File: src/rtl/stopwatch_pkg.sv
// Shared types and widths for the stopwatch control sequencer.
package stopwatch_pkg;

  localparam int DIGITS_W = 16;

  // Control sequencer states. IDLE is the reset state.
  typedef enum logic [2:0] {
    IDLE    = 3'd0,
    RUNNING = 3'd1,
    LAP     = 3'd2,
    STOPPED = 3'd3,
    CLEAR   = 3'd4
  } sw_state_t;

endpackage

File: src/rtl/button_debounce.sv
// Push-button conditioning: 2-flop synchronizer, stability counter that
// qualifies level changes, and a one-cycle press pulse on a debounced 0->1.
module button_debounce #(
  parameter int DB_CYCLES = 500000
) (
  input  logic clk,
  input  logic reset_n,
  input  logic btn_raw,
  output logic level,
  output logic press
);

  localparam int CNT_W = (DB_CYCLES > 2) ? $clog2(DB_CYCLES) : 1;
  localparam logic [CNT_W-1:0] CNT_LAST = CNT_W'(DB_CYCLES - 1);

  logic             sync1_q, sync2_q;
  logic             level_q, level_d;
  logic             press_q, press_d;
  logic [CNT_W-1:0] cnt_q, cnt_d;

  // Counter tracks how long the synchronized input has disagreed with the
  // debounced level; the level only flips after DB_CYCLES of disagreement.
  // The press pulse is registered on the same edge the level rises.
  always_comb begin
    level_d = level_q;
    press_d = 1'b0;
    cnt_d   = '0;
    if (sync2_q != level_q) begin
      if (cnt_q == CNT_LAST) begin
        level_d = sync2_q;
        press_d = sync2_q;
      end else begin
        cnt_d = cnt_q + 1'b1;
      end
    end
  end

  // Synchronizer and debounce state registers.
  always_ff @(posedge clk or negedge reset_n) begin
    if (!reset_n) begin
      sync1_q <= 1'b0;
      sync2_q <= 1'b0;
      level_q <= 1'b0;
      press_q <= 1'b0;
      cnt_q   <= '0;
    end else begin
      sync1_q <= btn_raw;
      sync2_q <= sync1_q;
      level_q <= level_d;
      press_q <= press_d;
      cnt_q   <= cnt_d;
    end
  end

  assign level = level_q;
  assign press = press_q;

endmodule

File: src/rtl/stopwatch_ctrl.sv
// Stopwatch control sequencer: debounced start/stop and lap/clear buttons
// drive a Moore FSM producing the counter run/clear controls, plus a lap
// snapshot register and the live/frozen display mux.
module stopwatch_ctrl
  import stopwatch_pkg::*;
#(
  parameter int DB_CYCLES = 500000
) (
  input  logic                clk,
  input  logic                reset_n,
  input  logic                btn_start,
  input  logic                btn_lap,
  input  logic [DIGITS_W-1:0] live_digits,
  output logic                run,
  output logic                clr,
  output logic [DIGITS_W-1:0] disp_digits,
  output logic                lap_active
);

  // Index 0 is start/stop, index 1 is lap/clear.
  logic [1:0] btn_raw_vec;
  logic [1:0] btn_level_vec;
  logic [1:0] btn_press_vec;
  logic       start_press, lap_press;

  assign btn_raw_vec = {btn_lap, btn_start};

  for (genvar gi = 0; gi < 2; gi++) begin : g_btn
    button_debounce #(
      .DB_CYCLES(DB_CYCLES)
    ) u_debounce (
      .clk     (clk),
      .reset_n (reset_n),
      .btn_raw (btn_raw_vec[gi]),
      .level   (btn_level_vec[gi]),
      .press   (btn_press_vec[gi])
    );
  end

  assign start_press = btn_press_vec[0];
  assign lap_press   = btn_press_vec[1];

  sw_state_t           state_q, state_d;
  logic [DIGITS_W-1:0] lap_reg_q, lap_reg_d;

  // Next-state logic. Start is tested first so a coincident lap press is
  // discarded; CLEAR lasts one cycle and ignores both buttons.
  always_comb begin
    state_d   = state_q;
    lap_reg_d = lap_reg_q;
    unique case (state_q)
      IDLE: begin
        if (start_press)    state_d = RUNNING;
        else if (lap_press) state_d = CLEAR;
      end
      RUNNING: begin
        if (start_press) begin
          state_d = STOPPED;
        end else if (lap_press) begin
          state_d   = LAP;
          lap_reg_d = live_digits;
        end
      end
      LAP: begin
        if (start_press)    state_d = STOPPED;
        else if (lap_press) state_d = RUNNING;
      end
      STOPPED: begin
        if (start_press)    state_d = RUNNING;
        else if (lap_press) state_d = CLEAR;
      end
      CLEAR: begin
        state_d = IDLE;
      end
      default: begin
        state_d = IDLE;
      end
    endcase
  end

  // State and lap snapshot registers; only reset clears the snapshot.
  always_ff @(posedge clk or negedge reset_n) begin
    if (!reset_n) begin
      state_q   <= IDLE;
      lap_reg_q <= '0;
    end else begin
      state_q   <= state_d;
      lap_reg_q <= lap_reg_d;
    end
  end

  // Moore outputs decoded from the state register only; the display mux is
  // the one combinational path and it sees only live_digits.
  always_comb begin
    run         = (state_q == RUNNING) || (state_q == LAP);
    clr         = (state_q == CLEAR);
    lap_active  = (state_q == LAP);
    disp_digits = lap_active ? lap_reg_q : live_digits;
  end

endmodule

File: config.mk
export PLATFORM = sky130hd
export DESIGN_NAME = stopwatch_ctrl
export DESIGN_NICKNAME = d
export VERILOG_FILES = /design/src/rtl/stopwatch_pkg.sv /design/src/rtl/button_debounce.sv /design/src/rtl/stopwatch_ctrl.sv
export SDC_FILE = /design/constraint.sdc
export NUM_CORES = 1
export LEC_CHECK = 0
export CORE_UTILIZATION = 55
export CTS_CLUSTER_DIAMETER = 200
export CTS_CLUSTER_SIZE = 25
export DETAILED_ROUTE_END_ITERATION = 10
export PLACE_DENSITY = 0.88
export RECOVER_POWER = 25
export SYNTH_ARGS = -nofsm -noshare
export SYNTH_HDL_FRONTEND = slang
export SYNTH_SLANG_ARGS = --single-unit
File: constraint.sdc
create_clock -name clk -period 2.9 [get_ports clk]
set_clock_uncertainty 0.05 [all_clocks]
set_input_delay 0.58 -clock clk [delete_from_list [all_inputs] [get_ports clk]]
set_output_delay 0.58 -clock clk [all_outputs]
set_load 0.01 [all_outputs]
Word level (Yosys, flattened, before mapping)
Cells that the tools add are included.

Output and inout bits: 19. Register bits after elaboration: 65. Logic and storage cells: 49.

$add $sub $neg: 2. Multiplexer cells: 16. Reductions and logical operators: 7. Equal/unequal tests: 11. Bitwise gates (word level): 1.

Operators by type and width (number): two-way mux 19 bit (4); adder 19 x 1 -> 19 bit (second input constant) (2); equality test 19 bit (second input constant) (2); two-way mux 3 bit (6); two-way mux 16 bit (1); inequality test 3 x 1 -> 1 bit (second input constant) (3); case mux 3 bit (3 select lines) (1); equality test 3 x 2 -> 1 bit (second input constant) (2); AND reduction 3 bit (2); two-way mux 1 bit (4); AND reduction 2 bit (2); equality test 3 x 1 -> 1 bit (second input constant) (1); equality test 3 bit (second input constant) (1); zero test 3 bit (1); inequality test 1 bit (2); OR reduction 2 bit (1); logical OR 1 bit (1); NOT 1 bit (1).

Longest topological paths before layout
Gate-level depths: netlist of run 1.

Depth in word-level cells: 4. Mapped depth: 7. Gate-level depth less buffers: 5.

Modules after synthesis
Synthesis of run 1 repeated with hierarchy kept, for this count alone.

Cells, all modules: 290. Area, all modules: 3221.8 um^2.

By module, submodules not included: button_debounce (instances 2, cells each 110, sequential area each 575.6 um^2, area each 1118.6 um^2); stopwatch_ctrl (instances 1, cells each 70, sequential area each 475.5 um^2, area each 984.7 um^2).

Least setup slack after synthesis of run 1
No wires, ideal clock.

Path kind: reg-to-output. Start: register state_q[0]. End: output port disp_digits[10]. Data required time: 2.270 ns. Arrival time: 1.720 ns. Stages on the path, launching flop included: 6. Buffers on the path: 2. Slack: 0.550 ns. Cell sequence: dfrtp_1 > clkbuf_1 > nand2b_1 > nor2_1 > buf_2 > mux2_2.

Word-level cells in the longest chain between the ends: 2.

Ends and longest elaborated chain: start: declaration (line stopwatch_ctrl.sv:43) `sw_state_t state_q, state_d;`; start signal: assignment (line stopwatch_ctrl.sv:87) `state_q <= state_d;`; equality test 3 x 2 -> 1 bit (line stopwatch_ctrl.sv:97) `lap_active = (state_q == LAP);`; named net lap_active (line stopwatch_ctrl.sv:17) `output logic lap_active`; two-way mux 16 bit (line stopwatch_ctrl.sv:98) `disp_digits = lap_active ? lap_reg_q : live_digits;`; end: declaration (line stopwatch_ctrl.sv:16) `output logic [DIGITS_W-1:0] disp_digits,`.

The timed path passes the listed nets, and every way through them passes these cells.

Final worst setup path of run 1
Start: register state_q[0]. End: output port disp_digits[3].

Word-level cells in the longest chain between the ends: 2.

Ends and longest elaborated chain (line): equality test 3 x 2 -> 1 bit (stopwatch_ctrl.sv:97); two-way mux 16 bit (stopwatch_ctrl.sv:98).

No other way between the ends.

==> impl_results.md, run 1 <==
* Pre-CTS WS at between 0.4 and 0.5 ns
* Hold crit path type: reg2reg
* Synth Flop Type: dfrtp_1
* Die H at approximately 77 µm
* Skew-Pair Late Insertion Delay at 0.34 ns
* Setup crit end kind: output port
* Wire length on met3 at 279 µm
* Clk sink count at 65
* Avg WL per Cell at 14.65 µm
* Metal-1 WL at 2.680 mm
* Ant diodes at 0
* Setup TNS Final at 0 ns
* Leak pwr at 1.527 nW
* Via count at between 2000 and 2500
* Area of the core region at 5270 µm²
* Die Wd at 77.07 µm
* Share of Yosys cell area claimed by the top area cell type at ~52%
* Final worst slack at 0.1295 ns
* CTS buffer count at 9
* Number of global-route vias before repair at between 2000 and 2500
* Worst setup path class: reg2out
* IO Pins at 39
* Final ANT Viol Nets at 0
* Register area share after synthesis at 52.48%
* Dpl hpwl at 3.930 mm
* Vias per cell at 5.646
* Final #Nets at 345
* Maximum root-to-sink buffer count at 2
* Metal2 WL at 2.743 mm
* Number of synthesized register bits at 65
* Sw frac at 22.23%
* Grt ovf at 0
* Crit-path max FO at 17
* Final WL at slightly below 6 mm
* Clk slew on worst S/H paths at approximately 0.06 ns
* PwrDens at 463.9 nW/µm²
* Worst EP required at roughly 2.3 ns
* Share of post-route cells with drive strength above 1 at 17.99%
* Largest net degree at the start of global routing at 66
* Synthesized area per cell at around 11 µm²
* Router iterations before antenna repair at 4
* Initial core utilization at 58.81%
* # DRC at 0
* VDD IR max at 0.2454 mV
* Port-buffer cells at 38
* Rel. slew slack at -1.993%
* Slowest-stage cell, CP: clkdlybuf4s50_1
* Yosys warnings at 0
* Critical Path Source Type: register
* Hold Vio Cnt, Final at 0
* Max Cap Viol at 1
* Top Layer Used: met4
* Clock root buffer: clkbuf_8
* Hold buffer count at cts at 0
* Finished Cell Area at 3735 µm²
* H-tree depth at 3
* Area delta synth->final at 20.51%
* RSZ-0062 raised after global routing: no
* Setup violators final at 0
* Cells after Synth at 279
* Comb power frac at 7.0%
* CTS tree: yes
* Crit path time final at 2.771 ns
* Synth cell types at 34
* Async set-reset flop share out of synthesis at 100.0%
* Violated checks: capacitance limit, slew limit
* First-pass GRT wire length at 10.03 mm
* Syn nets at about 300
* Die ar. at a little under 6000 µm²
* EDFF count, synth at 0
* Slew Viols, Final at 66
* Gpl congestion at 0.8521
* Clk network pwr share at 38.7%
* Initial detailed-routing violation count at 225
* Final worst path period share at between 90% and 100%
* Cell Int Power at 1.348 mW
* Share of total power in sequential cells at 54.3%
* Switching power of the nets at 385.1 µW
* Arr. time, crit path at 2.14 ns
* DP Area at 3560 µm²
* Fmax at 360.9 MHz
* Crit-path cells: nand2b_1 > nor2_1 > buf_6 > mux2_2 > clkdlybuf4s50_1
* Area contributors post-synth: dfrtp_1 (52%), mux2_2 (12%), nor2_1 (4.4%), xor2_1 (4.2%), xnor2_1 (4.0%)
* Status: finished, violations left
* Post-synthesis cell area at 3099 µm²
* Antenna violations before repair at 0
* Worst slew pin tran at around 1.5 ns
* Max stage delay on crit path at 0.49 ns
* GRT Total Usage at a little over a fifth
* Cell row count at 26
* Top cell type by total area after synthesis: dfrtp_1
-- final timing paths --
path | slack (ns) | depth (start not counted) | endpoint | startpoint
setup / recovery | 0.13 | 5 | disp_digits[3] | state_q[0]
setup reg to reg | 0.75 | 5 | g_btn[1].u_debounce.cnt_q[16] | g_btn[1].u_debounce.cnt_q[0]
hold reg to reg | 0.30 | 0 | g_btn[1].u_debounce.sync2_q | g_btn[1].u_debounce.sync1_q
hold / removal | 0.30 | 0 | g_btn[1].u_debounce.sync2_q | g_btn[1].u_debounce.sync1_q
min in group asynchronous | 0.66 | 2 | g_btn[0].u_debounce.cnt_q[5] | reset_n
max in group asynchronous | 1.23 | 2 | g_btn[1].u_debounce.cnt_q[8] | reset_n
-- cell usage after synthesis, drive strengths merged (4+ instances only) --
master	instances
o21ai	4
nand2	13
and4	4
nand3	13
clkbuf	8
a21oi	10
dfrtp	65
nor4	4
o31ai	6
nor2	36
xor2	15
or4	7
mux2	34
and3	4
or3	6
xnor2	14
nand4	12
-- registers in the layout, summed over array words and instances, names as in the netlist --
| signal | cells |
|---|---|
| g_btn.u_debounce.cnt_q | 38 |
| lap_reg_q | 16 |
| g_btn.u_debounce.sync1_q | 2 |
| g_btn.u_debounce.press | 2 |
| g_btn.u_debounce.level | 2 |
| state_q | 3 |
| g_btn.u_debounce.sync2_q | 2 |
-- layout by cell type (no fill, tap or decap), types with 3 or more instances in the layout --
cell type        Yosys  routed
a21oi_1             10      10
and3_1               4       4
and4_1               4       4
buf_4                0       3
clkbuf_8             0      11
clkdlybuf4s50_1      0      35
clkinv_2             0       3
dfrtp_1             65      65
inv_1                3       3
mux2_2              34      34
nand2_1             13      13
nand3_1             12      12
nand4_1             11      11
nor2_1              36      36
nor3_1               3       3
nor3b_1              3       3
nor4_1               4       4
nor4b_1              3       3
o21ai_0              4       4
o31ai_1              5       5
or3_1                4       4
or4_1                7       7
xnor2_1             14      14
xor2_1              15      15
-- critical path: cells and delay by family (launching register included) --
family / cells / cell delay, ns
buffers and inverters: 2 / 0.70
DFF: 1 / 0.44
and+or+nand+nor: 2 / 0.31
muxes: 1 / 0.35
-- layer usage --
layer / global-route usage [%] / vias to the layer above
met5: 0 / -
met4: 11.70 / 0
met3: 5.000 / 11
met2: 34.55 / 58
met1: 28.21 / 1089
li1: - / 1089
-- final cells by class --
type / instances / area (µm²)
Sequential cell: 65 / 1627
Fill cell: 377 / 1535
Multi-Input combinational cell: 201 / 1421
Timing Repair Buffer: 43 / 414.1
Clock buffer: 13 / 158.9
Tap cell: 70 / 87.58
Clock inverter: 3 / 15.01
Inverter: 3 / 11.26
-- repair_timing --
action	CTS	global route
setup endpoints to repair	0	5
gates resized for setup	0	1
buffers inserted	0	0
-- power by group through the flow --
| stage | clock network (mW) | logic (mW) | registers, mW |
|---|---|---|---|
| final | 0.670 | 0.121 | 0.942 |
| after global routing | 0.736 | 0.134 | 0.944 |
| after CTS | 0.697 | 0.125 | 0.941 |
| after detailed placement | 0 | 0.123 | 0.958 |
| after global placement | 0 | 0.120 | 0.957 |
| after floorplan | 0 | 0.0465 | 0.955 |
-- logic make-up after synthesis --
group / Yosys count / share of synthesized area (%)
AND/OR/NAND/NOR: 113 / 19.86
flip-flops: 65 / 52.48
multiplexers: 34 / 12.35
XOR/XNOR: 29 / 8.196
AO/OA/AOI/OAI: 23 / 4.643
buffers and inverters: 13 / 1.655
adder cells (fa/ha/maj): 2 / 0.8073
-- through the flow --
step	utilization (%)	power, mW	instances	hold slack (ns)
after floorplan	-	1.001	279	0.2344
after global placement	67.55	1.076	382	0.2837
after detailed placement	67.55	1.081	382	0.2863
after CTS	70.85	1.763	398	0.3012
after global routing	70.87	1.814	398	0.3040
final	70.87	1.733	398	0.2988
Note: power is estimated with default switching activity, not from simulation.
==> inputs of run 2 (changes only) <==
--- a/config.mk
+++ b/config.mk
@@ -11,6 +11,8 @@
 export DETAILED_ROUTE_END_ITERATION = 10
 export PLACE_DENSITY = 0.88
 export RECOVER_POWER = 25
+export REMOVE_ABC_BUFFERS = 1
 export SYNTH_ARGS = -nofsm -noshare
 export SYNTH_HDL_FRONTEND = slang
+export SYNTH_HIERARCHICAL = 1
 export SYNTH_SLANG_ARGS = --single-unit
==> run 2 against run 1 <==
The flow still finishes with violations (capacitance limit, slew limit). Final cell count increased by 2.8%. Sequential cell count unchanged. Sequential share of layout area decreased by 1.5 points. Worst setup slack got worse by 0.0095 ns. Via count increased by 3.2%. Critical endpoint is now disp_digits[12]. Largest cell class unchanged.
==> impl_results.md, run 2 <==
* Die H at 78.54 µm (+1.9%)
* Final worst slack at 0.1200 ns (-0.009478 ns)
* Synthesized area per cell at 11.11 µm² (about the same)
* Die ar. at 6168 µm² (+3.9%)
* RSZ-0062 raised after global routing: no
* Crit path time final at 2.780 ns (+0.009478 ns)
* Avg WL per Cell at 15.28 µm (+4.3%)
* Critical Path Source Type: register
* Most frequent cells in the layout: dfrtp_1 (65), nor2_1 (38), clkdlybuf4s50_1 (35), mux2_2 (34), xnor2_1 (25)
* Simple-gate area share of the yosys netlist at 21.13% (+1.3 points)
* Final ANT Viol Nets at 0 (unchanged)
* Commonest non-fill, non-tap cell in the layout: dfrtp_1
* Dpl hpwl at 4.275 mm (+8.8%)
* Share of post-route cells with drive strength above 1 at 19.58% (+1.6 points)
* Hold Vio Cnt, Final at 0 (unchanged)
* GRT met1 Usage at 29.91% (+1.7 points)
* Leak pwr at 1.510 nW (-1.1%)
* Clock root buffer: clkbuf_8
* Global route hottest layer: met2
* Clk slew on worst S/H paths at 0.07 ns (about the same)
* Worst EP required at 2.27 ns (about the same)
* Slew Viols, Final at 66 (unchanged)
* Number of global-route vias before repair at 2282 (+3.1%)
* Ant diodes at 0 (unchanged)
* Worst slew pin tran at 1.526 ns (-0.003795 ns)
* Yosys warnings at 6 (+6)
* Initial detailed-routing violation count at 188 (-16%)
* Pre-CTS WS at 0.4634 ns (-0.00009000 ns)
* VDD IR max at 0.3647 mV (+49%)
* Final Util at 69.41% (-1.5 points)
* Compound-Gate Fraction of Synth Area at 3.650% (-0.99 points)
* Finished Cell Area at 3869 µm² (+3.6%)
* Synth Flop Type: dfrtp_1
* Skew-Pair Late Insertion Delay at 0.34 ns (about the same)
* Router iterations before antenna repair at 5 (+1)
* Register area share after synthesis at 50.49% (-2.0 points)
* Clk sink count at 65 (unchanged)
* EDFF count, synth at 0 (unchanged)
* Via count at 2318 (+3.2%)
* Post-synthesis cell area at 3222 µm² (+4.0%)
* Die Wd at 78.54 µm (+1.9%)
* Initial core utilization at 57.80% (-1.0 points)
* Largest register by flop count: g_btn.u_debounce/cnt_q
* Crit-path max FO at 17 (unchanged)
* # DRC at 0 (unchanged)
* Maximum root-to-sink buffer count at 2 (unchanged)
* Arr. time, crit path at 2.15 ns (about the same)
* Top cell type by total area after synthesis: dfrtp_1
* Final worst path period share at 95.86% (+0.33 points)
* GR Util met2 at 37.65% (+3.1 points)
* Post-cts repair resize count at 0 (unchanged)
* Synth Area in Adders at 0.7767% (-0.031 points)
* IO Pins at 39 (unchanged)
* Post-synthesis mux area share at 12.19% (-0.16 points)
* Area delta synth->final at 20.08%
* Biggest registers after layout: g_btn.u_debounce/cnt_q (38), lap_reg_q (16), state_q (3)
* Port-buffer cells at 38 (unchanged)
* H-tree depth at 3 (unchanged)
* Worst hold slack at 0.3059 ns (+0.007037 ns)
* Post-Synth XOR/XNOR Area at 8.971% (+0.78 points)
* Setup TNS Final at 0 ns (unchanged)
* Fmax at 359.7 MHz (-0.34%)
* Worst setup path class: reg2out
* Cells after Synth at 290 (+3.9%)
* CTS tree: yes
* Share of Yosys cell area claimed by the top area cell type at 50.49% (-2.0 points)
* Max Cap Viol at 1 (unchanged)
* Largest net degree at the start of global routing at 66 (unchanged)
* Final WL at 6.249 mm (+7.2%)
* Antenna violations before repair at 0 (unchanged)
* Top post-synthesis cells by count: dfrtp_1 (65), nor2_1 (38), mux2_2 (34), xnor2_1 (25), nand4_1 (18)
* Max reg flops at 38 (unchanged)
* Area of the core region at 5574 µm² (+5.8%)
* CTS buffer count at 9 (unchanged)
* Status: finished, violations left
* Number of synthesized register bits at 65 (unchanged)
* GRT Total Usage at 23.28% (+1.4 points)
* Gpl congestion at 0.8552 (+0.36%)
* Final #Nets at 354 (+2.6%)
* Grt ovf at 0 (unchanged)
* PwrDens at 499.5 nW/µm² (+7.7%)
* Setup violators final at 0 (unchanged)
* DP Area at 3638 µm² (+2.2%)
* First-pass GRT wire length at 10.88 mm (+8.5%)
* Largest family of logic cells by synthesized area: simple AND/OR/NAND/NOR gates
* Async set-reset flop share out of synthesis at 100.0% (unchanged)
* Setup crit end kind: output port
* Hold buffer count at cts at 0 (unchanged)
* Violated checks: capacitance limit, slew limit
* Setup Fix Bufs, Post-CTS at 0 (unchanged)
* Cell row count at 27 (+3.8%)
* Synth cell types at 35 (+2.9%)
* Top-count cell post-synth: dfrtp_1
* Vias per cell at 5.667 (+0.39%)
* Rel. slew slack at -1.740% (+0.25 points)
* Area contributors post-synth: dfrtp_1 (50%), mux2_2 (12%), xnor2_1 (6.8%), nor2_1 (4.4%), nand4_1 (3.5%)
* Hold crit path type: reg2reg
* GRT met3 Usage at 6.395% (+1.4 points)
==> run 2: path summary, 6_finish.rpt <==
| path | slack, ns | cells after the start | start | end |
|---|---|---|---|---|
| worst min register to register | 0.31 | 0 | g_btn[0].u_debounce/sync1_q | g_btn[0].u_debounce/sync2_q |
| min in group asynchronous | 0.65 | 2 | reset_n | g_btn[1].u_debounce/cnt_q[2] |
| worst max register to register | 0.73 | 5 | g_btn[1].u_debounce/cnt_q[0] | g_btn[1].u_debounce/cnt_q[18] |
| worst min-delay path | 0.31 | 0 | g_btn[0].u_debounce/sync1_q | g_btn[0].u_debounce/sync2_q |
| worst max-delay path | 0.12 | 4 | state_q[0] | disp_digits[12] |
| max in group asynchronous | 1.24 | 2 | reset_n | state_q[2] |
==> run 2: final cells by class <==
cell class,instances,area (µm²)
fill,411,1705
sequential,65,1627
multi-input combinational,209,1505
timing repair buffer,40,391.6
clock buffer,11,151.4
tap,72,90.09
clock inverter,5,77.57
inverter,7,26.28
==> run 2: per-stage QoR <==
stage / power, mW / instances
global route: 2.009 / 409
floorplan: 1.003 / 281
CTS: 1.951 / 409
finish: 1.932 / 409
global placement: 1.078 / 393
detailed placement: 1.084 / 393
==> run 2: worst max-delay path: stages, from the launching register on <==
cell             delay (ns)
dfrtp_1                0.47
nor3b_4                0.25
buf_6                  0.22
mux2_2                 0.37
clkdlybuf4s50_1        0.49
==> run 2: power breakdown <==
| group | internal, mW | leakage, nW | switching [mW] |
|---|---|---|---|
| Combinational | 0.0661 | 0.537 | 0.0553 |
| Clock | 0.528 | 0.115 | 0.339 |
| Sequential | 0.927 | 0.857 | 0.0173 |
==> run 2: kinds of logic (layout without fill, tap and decap cells) <==
logic type | Yosys count | after routing
AND/OR/NAND/NOR | 125 | 125
multiplexers | 35 | 35
buffers and inverters | 16 | 63
flip-flops | 65 | 65
adder cells (fa/ha/maj) | 2 | 2
AO/OA/AOI/OAI | 14 | 14
XOR/XNOR | 33 | 33
==> run 2: layer usage <==
| layer | share of wire [%] | wire [µm] |
|---|---|---|
| met1 | 44 | 2749 |
| met2 | 50 | 3143 |
| met3 | 4.4 | 278 |
| met4 | 1.2 | 77 |
| met5 | 0 | 0 |
